<file path="src/rtl/serial_add_pkg.sv">
// serial_add_pkg: state encoding and default operand width for the serial adder
package serial_add_pkg;
  localparam int WIDTH_DEF = 8;
  typedef enum logic [1:0] {
    IDLE = 2'd0,
    ADD  = 2'd1,
    DONE = 2'd2
  } state_t;
endpackage

</file>
<file path="src/rtl/fa_cell.sv">
// fa_cell: 1-bit full adder from two half-adder stages and an OR on the carries
module fa_cell (
  input  logic a,
  input  logic b,
  input  logic ci,
  output logic s,
  output logic co
);
  logic s1, c1, c2;
  assign s1 = a ^ b;
  assign c1 = a & b;
  assign s  = s1 ^ ci;
  assign c2 = s1 & ci;
  assign co = c1 | c2;
endmodule

</file>
<file path="src/rtl/serial_add_ctrl.sv">
// serial_add_ctrl: bit-serial adder sequencing one shared full-adder cell LSB first
module serial_add_ctrl
  import serial_add_pkg::*;
#(
  parameter int WIDTH = WIDTH_DEF
) (
  input  logic             clk,
  input  logic             rst_n,
  input  logic             in_valid,
  output logic             in_ready,
  input  logic [WIDTH-1:0] a,
  input  logic [WIDTH-1:0] b,
  input  logic             cin,
  output logic             out_valid,
  input  logic             out_ready,
  output logic [WIDTH-1:0] sum,
  output logic             cout,
  output logic             busy
);
  localparam int CW = $clog2(WIDTH + 1);
  state_t state, state_nx;
  logic [WIDTH-1:0] a_sr, b_sr, res;
  logic [CW-1:0] cnt;
  logic carry, fa_s, fa_co, last;
  fa_cell u_fa (.a(a_sr[0]), .b(b_sr[0]), .ci(carry), .s(fa_s), .co(fa_co));
  assign last      = cnt == CW'(WIDTH - 1);
  assign in_ready  = state == IDLE;
  assign out_valid = state == DONE;
  assign busy      = state != IDLE;
  assign sum       = res;
  assign cout      = carry;
  // state register
  always_ff @(posedge clk or negedge rst_n)
    if (!rst_n) state <= IDLE;
    else state <= state_nx;
  // next state: accept in IDLE, WIDTH edges of ADD, hold DONE until taken
  always_comb
    state_nx = state == IDLE ? (in_valid ? ADD : IDLE) :
               state == ADD  ? (last ? DONE : ADD) :
               state == DONE ? (out_ready ? IDLE : DONE) : IDLE;
  // datapath: load operands on accept, then shift one bit through the cell per edge
  always_ff @(posedge clk or negedge rst_n)
    if (!rst_n) begin
      a_sr  <= '0;
      b_sr  <= '0;
      res   <= '0;
      cnt   <= '0;
      carry <= 1'b0;
    end else if (state == IDLE && in_valid) begin
      a_sr  <= a;
      b_sr  <= b;
      carry <= cin;
      cnt   <= '0;
    end else if (state == ADD) begin
      a_sr  <= a_sr >> 1;
      b_sr  <= b_sr >> 1;
      res   <= (res >> 1) | (WIDTH'(fa_s) << (WIDTH - 1));
      carry <= fa_co;
      cnt   <= cnt + 1'b1;
    end
endmodule

</file>
<file path="config.mk">
export PLATFORM = sky130hd
export DESIGN_NAME = serial_add_ctrl
export DESIGN_NICKNAME = d
export VERILOG_FILES = /design/src/rtl/serial_add_pkg.sv /design/src/rtl/fa_cell.sv /design/src/rtl/serial_add_ctrl.sv
export SDC_FILE = /design/constraint.sdc
export NUM_CORES = 1
export LEC_CHECK = 0
export ABC_AREA = 1
export ABC_CLOCK_PERIOD_IN_PS = 1300
export CORE_MARGIN = 2
export CORE_UTILIZATION = 48
export CTS_CLUSTER_DIAMETER = 50
export DETAILED_ROUTE_END_ITERATION = 8
export PLACE_DENSITY = 0.78
export SLEW_MARGIN = 10
export SYNTH_ARGS = -nofsm -noshare
export SYNTH_HDL_FRONTEND = slang
export SYNTH_SLANG_ARGS = --single-unit
</file>
<file path="constraint.sdc">
create_clock -name clk -period 1.3 [get_ports clk]
set_input_delay 0.13 -clock clk [delete_from_list [all_inputs] [get_ports clk]]
set_output_delay 0.13 -clock clk [all_outputs]
set_load 0.005 [all_outputs]
</file>
==> metrics <==
status=complete, no violations; GR Util All Layers=0.200; NumNets Final=231; synth unique cells=15; TNS Setup=0 ns; dominant cell type by area after synthesis=dfrtp_1; Via density=5.12; Max stage delay on crit path=0.41 ns; Post-Syn Area per Cell=about 8.7 um2; Finished Cell Area=1910 um2; Post-Syn Area=1380 um2; sequential area share after synthesis=0.564; dpl hpwl=roughly 2000 um; vias after detailed routing=1229; Final min period=1.27 ns; share of the synthesized area in the top cell type=0.564; CP Launch Type=register; PD cells=2050 nW/um2; Hold Vio Cnt, Final=0; io pins=33; # diodes=0; Synth warnings=0; Synth Area in Simple Gates=0.293; Worst VDD drop=1.63 mV; Die X=57.5 um; CTS tree=done; worst-path fanout max=2; pre-CTS WS=0.0695 ns; unrepaired setup endpoints after global routing=yes; Fillers=about 220; Final Worst Setup Slack=between 0.02 and 0.03 ns; main combinational cell family by area after synthesis=simple AND/OR/NAND/NOR gates; Setup CP Type=register to output port; total chip power=3.92 mW; clk_skew=0.00546 ns; PortBufs=32; DIE HEIGHT=57.5 um; CTS clk-pin slew, worst paths=roughly 0.09 ns; post-route ant nets=0; number of global-route vias before repair=1200; CP Data Arrival Time=approximately 1.1 ns; CP cell instances=inv_1, nand2_1, inv_1, dlygate4sd2_1; # rows=19; worst hold slack=0.158 ns; area added between synthesis and finish=39.1%; Initial DRC Count=41; largest net degree at the start of global routing=32; WP buf/inv=3; area of the multi-input gates=508 um2; Crit path max-delay family=flip-flops; Worst EP required=1.17 ns; Setup crit end kind=output port; Die ar.=3310 um2; MaxCap Viol Count=0; H-tree levels=2; Mapped Nets=182; Num CTS Buffers=5; drt first pass iters=4; CP max-delay cell=dfrtp_1; Post-Synth XOR/XNOR Area=0; first-pass GRT wire length=5060 um; worst-skew pair later-pin latency=0.33 ns; Max Slew Vio Count=0; Yosys reg bits=31; initial antenna violation count=0; Synth Instances=~160; Leak=0.974 nW; post-route clock period utilization=0.978; CP most frequent cell=inv_1; global route overflow=0; relative slew slack=0.877; worst hold path class=input pin to asynchronous set/reset pin; Placement Cell Area=1790 um2; clk buf depth=2; ranking of synthesized cells by area=dfrtp_1 56%, nand2_1 16%, nand3_1 13%; sequential cell area=776 um2; Worst-Margin Slew=about 0.19 ns; wire per inst=12.0 um; final setup fails=0; Initial Util=0.503; CTS root buf=clkbuf_4; core area=~2700 um2; clk sinks=31; DRC=0; fmax=a little under 800 MHz; share of cells above drive strength 1=0.148; Detailed Route WL=2870 um; compound-gate portion of the synthesized area=0.0473; Adder-Cell Fraction of Synth Area=0.0236; GPL Wtd Cong=0.803; post-synthesis mux area share=0
-- layout make-up --
cell class	count	share of cell area
clock buffer	8	0.0359
inverter	10	0.0196
multi-input combinational	109	0.265
sequential	31	0.405
tap	31	0.0203
timing repair buffer	51	0.254
-- stage by stage --
stage	instances	util
after global placement	223	0.653
final	240	0.700
after floorplan	159	-
after global routing	240	0.700
after CTS	240	0.697
after detailed placement	223	0.653
-- cells by family (layout without fill, tap and decap cells) --
logic type                 Yosys count  count (layout)
and+or+nand+nor                     95              95
DFF                                 31              31
buffers and inverters               19              69
AOI/OAI and AO/OA                   12              12
adders and majority gates            2               2
-- worst register-to-register path, cell delays in order (launching register included) --
cell,delay [ns]
dfrtp_1,0.41
buf_6,0.13
buf_4,0.13
nand2_1,0.09
inv_2,0.08
buf_12,0.15
nand2_1,0.07
nand3_1,0.09
-- repair_timing --
item                                    CTS  global route
hold buffers                              0             0
resized for setup                        20             2
setup buffers                             9             0
endpoints found under the setup margin   12             8
gates cloned                              0             0
pin swaps                                 1             2
-- cells in the mapped netlist --
cell,instances
buf_2,5
buf_4,2
buf_6,2
dfrtp_1,31
fa_1,1
ha_1,1
inv_1,9
inv_2,1
nand2_1,57
nand3_1,35
nand4_1,1
nor2_1,2
o21ai_0,10
o21ai_2,1
o22ai_1,1
-- flip-flops by register name, indices dropped and copies added, names as in the netlist --
signal	count
a_sr	8
sum	8
state	2
cnt	4
b_sr	8
cout	1
-- placed cells by master, fill, tap and decap left out --
master / instances
nand3_1: 35
nor2_4: 1
buf_12: 3
clkbuf_4: 5
clkbuf_1: 1
ha_1: 1
dfrtp_1: 31
nand4_1: 1
fa_1: 1
dlygate4sd2_1: 10
inv_2: 1
clkdlybuf4s50_1: 20
o21ai_2: 1
o22ai_1: 1
buf_6: 2
o21ai_0: 10
buf_4: 14
buf_2: 2
inv_1: 9
nand2_1: 57
nor2_1: 1
clkbuf_8: 2
-- path summary, 6_finish.rpt --
kind	from	to	slack, ns	depth (start not counted)
worst min register to register	a_sr[7]	a_sr[7]	0.49	2
worst max register to register	state[0]	a_sr[3]	0.05	7
worst min-delay path	rst_n	sum[0]	0.16	2
max in group asynchronous	rst_n	b_sr[3]	0.97	2
worst max-delay path	state[0]	out_valid	0.03	4
min in group clk	b[7]	b_sr[7]	0.35	3
-- power by group --
part | switching, mW | internal, mW | total [mW]
registers | 0.233 | 1.35 | 1.58
clock network | 0.315 | 0.318 | 0.633
logic | 0.849 | 0.861 | 1.71
-- per-layer routing --
metal  share of wire  vias to the layer above  GRT usage  routed length [um]
met4           0.015                        0      0.103                  42
li1                -                      612          -                   -
met5               0                        -          0                   0
met3           0.055                        5     0.0431                 157
met1            0.46                      577      0.269                1320
met2            0.47                       35      0.307                1350
(Power assumes the default switching activity.)
==> patch 1: new RTL, config.mk and constraints unchanged <==
Encoding of `state_t`: now one-hot (3 bits for 3 states).
--- a/src/rtl/serial_add_pkg.sv
+++ b/src/rtl/serial_add_pkg.sv
@@ -1,10 +1,10 @@
 // serial_add_pkg: state encoding and default operand width for the serial adder
 package serial_add_pkg;
   localparam int WIDTH_DEF = 8;
-  typedef enum logic [1:0] {
-    IDLE = 2'd0,
-    ADD  = 2'd1,
-    DONE = 2'd2
+  typedef enum logic [2:0] {
+    IDLE = 3'b001,
+    ADD  = 3'b010,
+    DONE = 3'b100
   } state_t;
 endpackage
 
Behaviour: same outputs for any inputs over 10 cycles, from zero or initial values and one cycle with rst_n low; not proved beyond that.
==> patch 1 against the unedited design <==
The run now ends with setup timing left. Clock skew rose by 0.0013 ns. Combinational power is 42% higher. Total power grew 20%. Sequential share of layout area is 4.7 points lower. Setup slack lost 0.10 ns. Critical endpoint is now in_ready. Global-route usage rose by 3.5 points. Sequential power up 9%. Area after synthesis is 13% higher. Sequential cell count is 1 higher. Largest power group unchanged. Cell area increased by 17%. Maximum frequency down 7.3%. Wire length increased by 40%. Via count grew 20%.
==> patch 1: results (changes against the unedited design) <==
INFO  metric outcome = finished, violations left
INFO  metric violations = setup timing
INFO  metric vdd_ir_drop_max = 0.00129 V (-21%)
INFO  metric postSynthNetCount = 198 (+8.8%)
INFO  metric setup.worst_path.start = state[1]$_DFF_PN0_
INFO  metric worst_slew_pin_slew = 0.172 ns (-0.0128 ns)
INFO  metric dp_hpwl = 2550 um (+26%)
INFO  metric cp_max_fanout = 4 (+2)
INFO  metric power.leakage = 1.10 nW (+13%)
INFO  metric final.setup.worst_slack = -0.0718 ns (-0.100 ns)
INFO  metric post_synth_main_area_contributors = dfrtp_1, nand3_1, nand2_1
INFO  metric grt.met2_usage = 0.398 (+0.0910)
INFO  metric grt_use_met1 = 0.277 (+0.00878)
INFO  metric rr_endpoint = b_sr[3]$_DFFE_PN0P_
INFO  metric timing.reg2reg.setup_slack = 0 ns (-0.05 ns)
INFO  metric wire_length_of_the_first_global_routing_pass = 6340 um (+25%)
INFO  metric dp_worst_setup_slack = -0.105 ns (-0.175 ns)
INFO  metric grt_use_total = 0.236 (+0.0353)
INFO  metric critPathArrivalTime = 1.24 ns (+0.10 ns)
INFO  metric fill_cells = 231 (+3.1%)
INFO  metric placedInstanceArea = 1990 um2 (+11%)
INFO  metric synthXorXnorAreaFrac = 0.00563 (+0.00563)
INFO  metric drive_gt1_frac = 0.238 (+0.0900)
INFO  metric critical_path.reg2reg.startpoint = state[0]$_DFF_PN1_
INFO  metric finish.cell_count_without_fillers = 279 (+16%)
INFO  metric whs = 0.154 ns (-0.00399 ns)
INFO  metric finalSetupViolCount = 3 (+3)
INFO  metric firstDrtPassIters = 5 (+1)
==> patch 1: cell types whose count changed in the layout (fill, tap and decap cells not counted), moves of 4 or more <==
cell	delta
nand4_1	+5
o21ai_1	+8
o21ai_0	-10
nand3_1	+9
buf_6	+4
nand2_1	-16
nor2_1	+4
buf_4	+4
==> patch 1: power breakdown <==
group / leakage (nW) / internal (mW) / switching (mW) / total (mW)
combinational: 0.670 / 1.21 / 1.21 / 2.42
clock: 0.0326 / 0.267 / 0.315 / 0.581
sequential: 0.400 / 1.44 / 0.280 / 1.72
==> patch 1: area by class of cell <==
type | count | area [um2] | area share
Multi-Input combinational cell | 119 | 642 | 0.286
Clock buffer | 8 | 58.8 | 0.0262
Sequential cell | 32 | 805 | 0.358
Timing Repair Buffer | 62 | 627 | 0.279
Tap cell | 44 | 55.1 | 0.0245
Inverter | 14 | 60.1 | 0.0267
==> patch 1: repair_timing <==
action	in CTS	in global routing
pin swaps	1	2
resized for setup	25	20
setup endpoints to repair	13	33
setup buffers	5	7
gates cloned	0	3
==> patch 2: new RTL, same settings <==
Without the edit above. Set the package constant `WIDTH_DEF` to 4 (it was 8).
--- a/src/rtl/serial_add_pkg.sv
+++ b/src/rtl/serial_add_pkg.sv
@@ -1,6 +1,6 @@
 // serial_add_pkg: state encoding and default operand width for the serial adder
 package serial_add_pkg;
-  localparam int WIDTH_DEF = 8;
+  localparam int WIDTH_DEF = 4;
   typedef enum logic [1:0] {
     IDLE = 2'd0,
     ADD  = 2'd1,
Ports: changed (resized a, b and sum); port bits go from 33 to 21. No check against the original RTL was run, so the function may have changed too.
==> patch 2 against the unedited design <==
Clock power shrank 56%. Wire length shrank 37%. Count of clock-buffer cells in the layout fell by 5. Area after synthesis fell by 40%. Total power is 36% lower. Largest cell class unchanged. Cell area down 39%. Global-route usage up 0.14 points. Sequential cell count decreased by 13. Setup slack improved by 0.0063 ns. Maximum frequency up 0.50%. Hold slack lost 0.0054 ns.
==> patch 2: results (changes against the unedited design) <==
INFO  metric outcome = completed
INFO  metric grt_use_total = 0.202 (+0.00137)
INFO  metric placedInstanceArea = 1070 um2 (-40%)
INFO  metric detail_route.wirelength = 1810 um (-37%)
INFO  metric clkLatencyLatePin = 0.29 ns (-0.04 ns)
INFO  metric power.leakage = 0.650 nW (-33%)
INFO  metric synthDistinctLibCells = 17 (+2)
INFO  metric synth_compound_area_frac = 0.0549 (+0.00761)
INFO  metric post-place-cells = 130 (-42%)
INFO  metric whs = 0.153 ns (-0.00545 ns)
INFO  metric multi_input_comb_area = 328 um2 (-35%)
INFO  metric final.setup.worst_slack = 0.0346 ns (+0.00627 ns)
INFO  metric dp_worst_setup_slack = 0.0357 ns (-0.0338 ns)
INFO  metric grt_max_degree = 19 (-41%)
INFO  metric met2_wirelength = 878 um (-35%)
INFO  metric n_multi_input_combinational_cell = 62 (-43%)
INFO  metric synth_sequential_area_ratio = 0.549 (-0.0149)
INFO  metric synth_area_in_adders = 0.0549 (+0.0312)
INFO  metric net_total_in_the_final_layout = 142 (-39%)
INFO  metric setup.worst_path.start = state[1]$_DFF_PN0_
INFO  metric synth.top_cells.by_count = nand2_1, dfrtp_1, nand3_1, inv_1
INFO  metric grt_use_met1 = 0.250 (-0.0185)
INFO  metric final-nonclk-buf-share = 0.282 (+0.0286)
INFO  metric drive_gt1_frac = 0.210 (+0.0614)
INFO  metric seq_area_frac = 0.383 (-0.0218)
INFO  metric dp_hpwl = 1190 um (-41%)
INFO  metric dr.first_iter.drc_count = 22 (-46%)
INFO  metric buffers_from_clock_root_to_sink_at_most = 2 (unchanged)
INFO  metric wire_length_of_the_first_global_routing_pass = 2890 um (-43%)
INFO  metric htree_levels = 1 (-1)
INFO  metric post_synth_main_area_contributors = dfrtp_1, nand2_1, nand3_1
INFO  metric grt.met2_usage = 0.340 (+0.0332)
INFO  metric inverters_excl_clock = 6 (-4)
INFO  metric gp_congestion = 0.813 (+1.2%)
INFO  metric fill_cells = 107 (-52%)
INFO  metric avgViaCountPerCell = 5.14 (+0.29%)
INFO  metric worst_r2r_path_depth = 6 (-1)
INFO  metric numCtsBuffers = 3 (-2)
INFO  metric rr_endpoint = state[1]$_DFF_PN0_
INFO  metric vias_in_the_first_global_route = 709 (-41%)
INFO  metric syn_area_per_cell = 9.12 um2 (+5.4%)
INFO  metric portBuffers = 20 (-38%)
INFO  metric postSynthNetCount = 106 (-42%)
INFO  metric finalInstanceArea = 1170 um2 (-39%)
INFO  metric nNonClkBuffers = 35 (-31%)
-- patch 2: cell types whose count changed after synthesis, moves of 2 or more --
cell     before  now
nand2_1      57   33
inv_1         9    5
nand3_1      35   16
o21ai_0      10    1
o21ai_1       0    2
buf_2         5    1
dfrtp_1      31   18
-- patch 2: repair_timing --
item | CTS | global route
endpoints found under the setup margin | 6 | 20
hold endpoints to repair | 0 | 0
resized for setup | 10 | 12
gates cloned | 0 | 1
pin swaps | 1 | 1
buffers inserted | 7 | 0
-- patch 2: worst max-delay path by stage --
| stage | endpoint | cells past startpoint |
|---|---|---|
| 2_1_floorplan | sum[3]$_DFFE_PN0P_ | 3 |
| 3_3_place_gp | in_ready | 2 |
| 3_5_place_dp | in_ready | 2 |
| 4_1_cts | in_ready | 5 |
| 5_1_grt | in_ready | 4 |
| 6_report | in_ready | 4 |
-- patch 2: report_power, final --
part	total [mW]	switching, mW	leakage [nW]	internal [mW]
registers	0.921	0.132	0.232	0.789
logic	1.33	0.651	0.405	0.680
clock network	0.276	0.168	0.0138	0.108
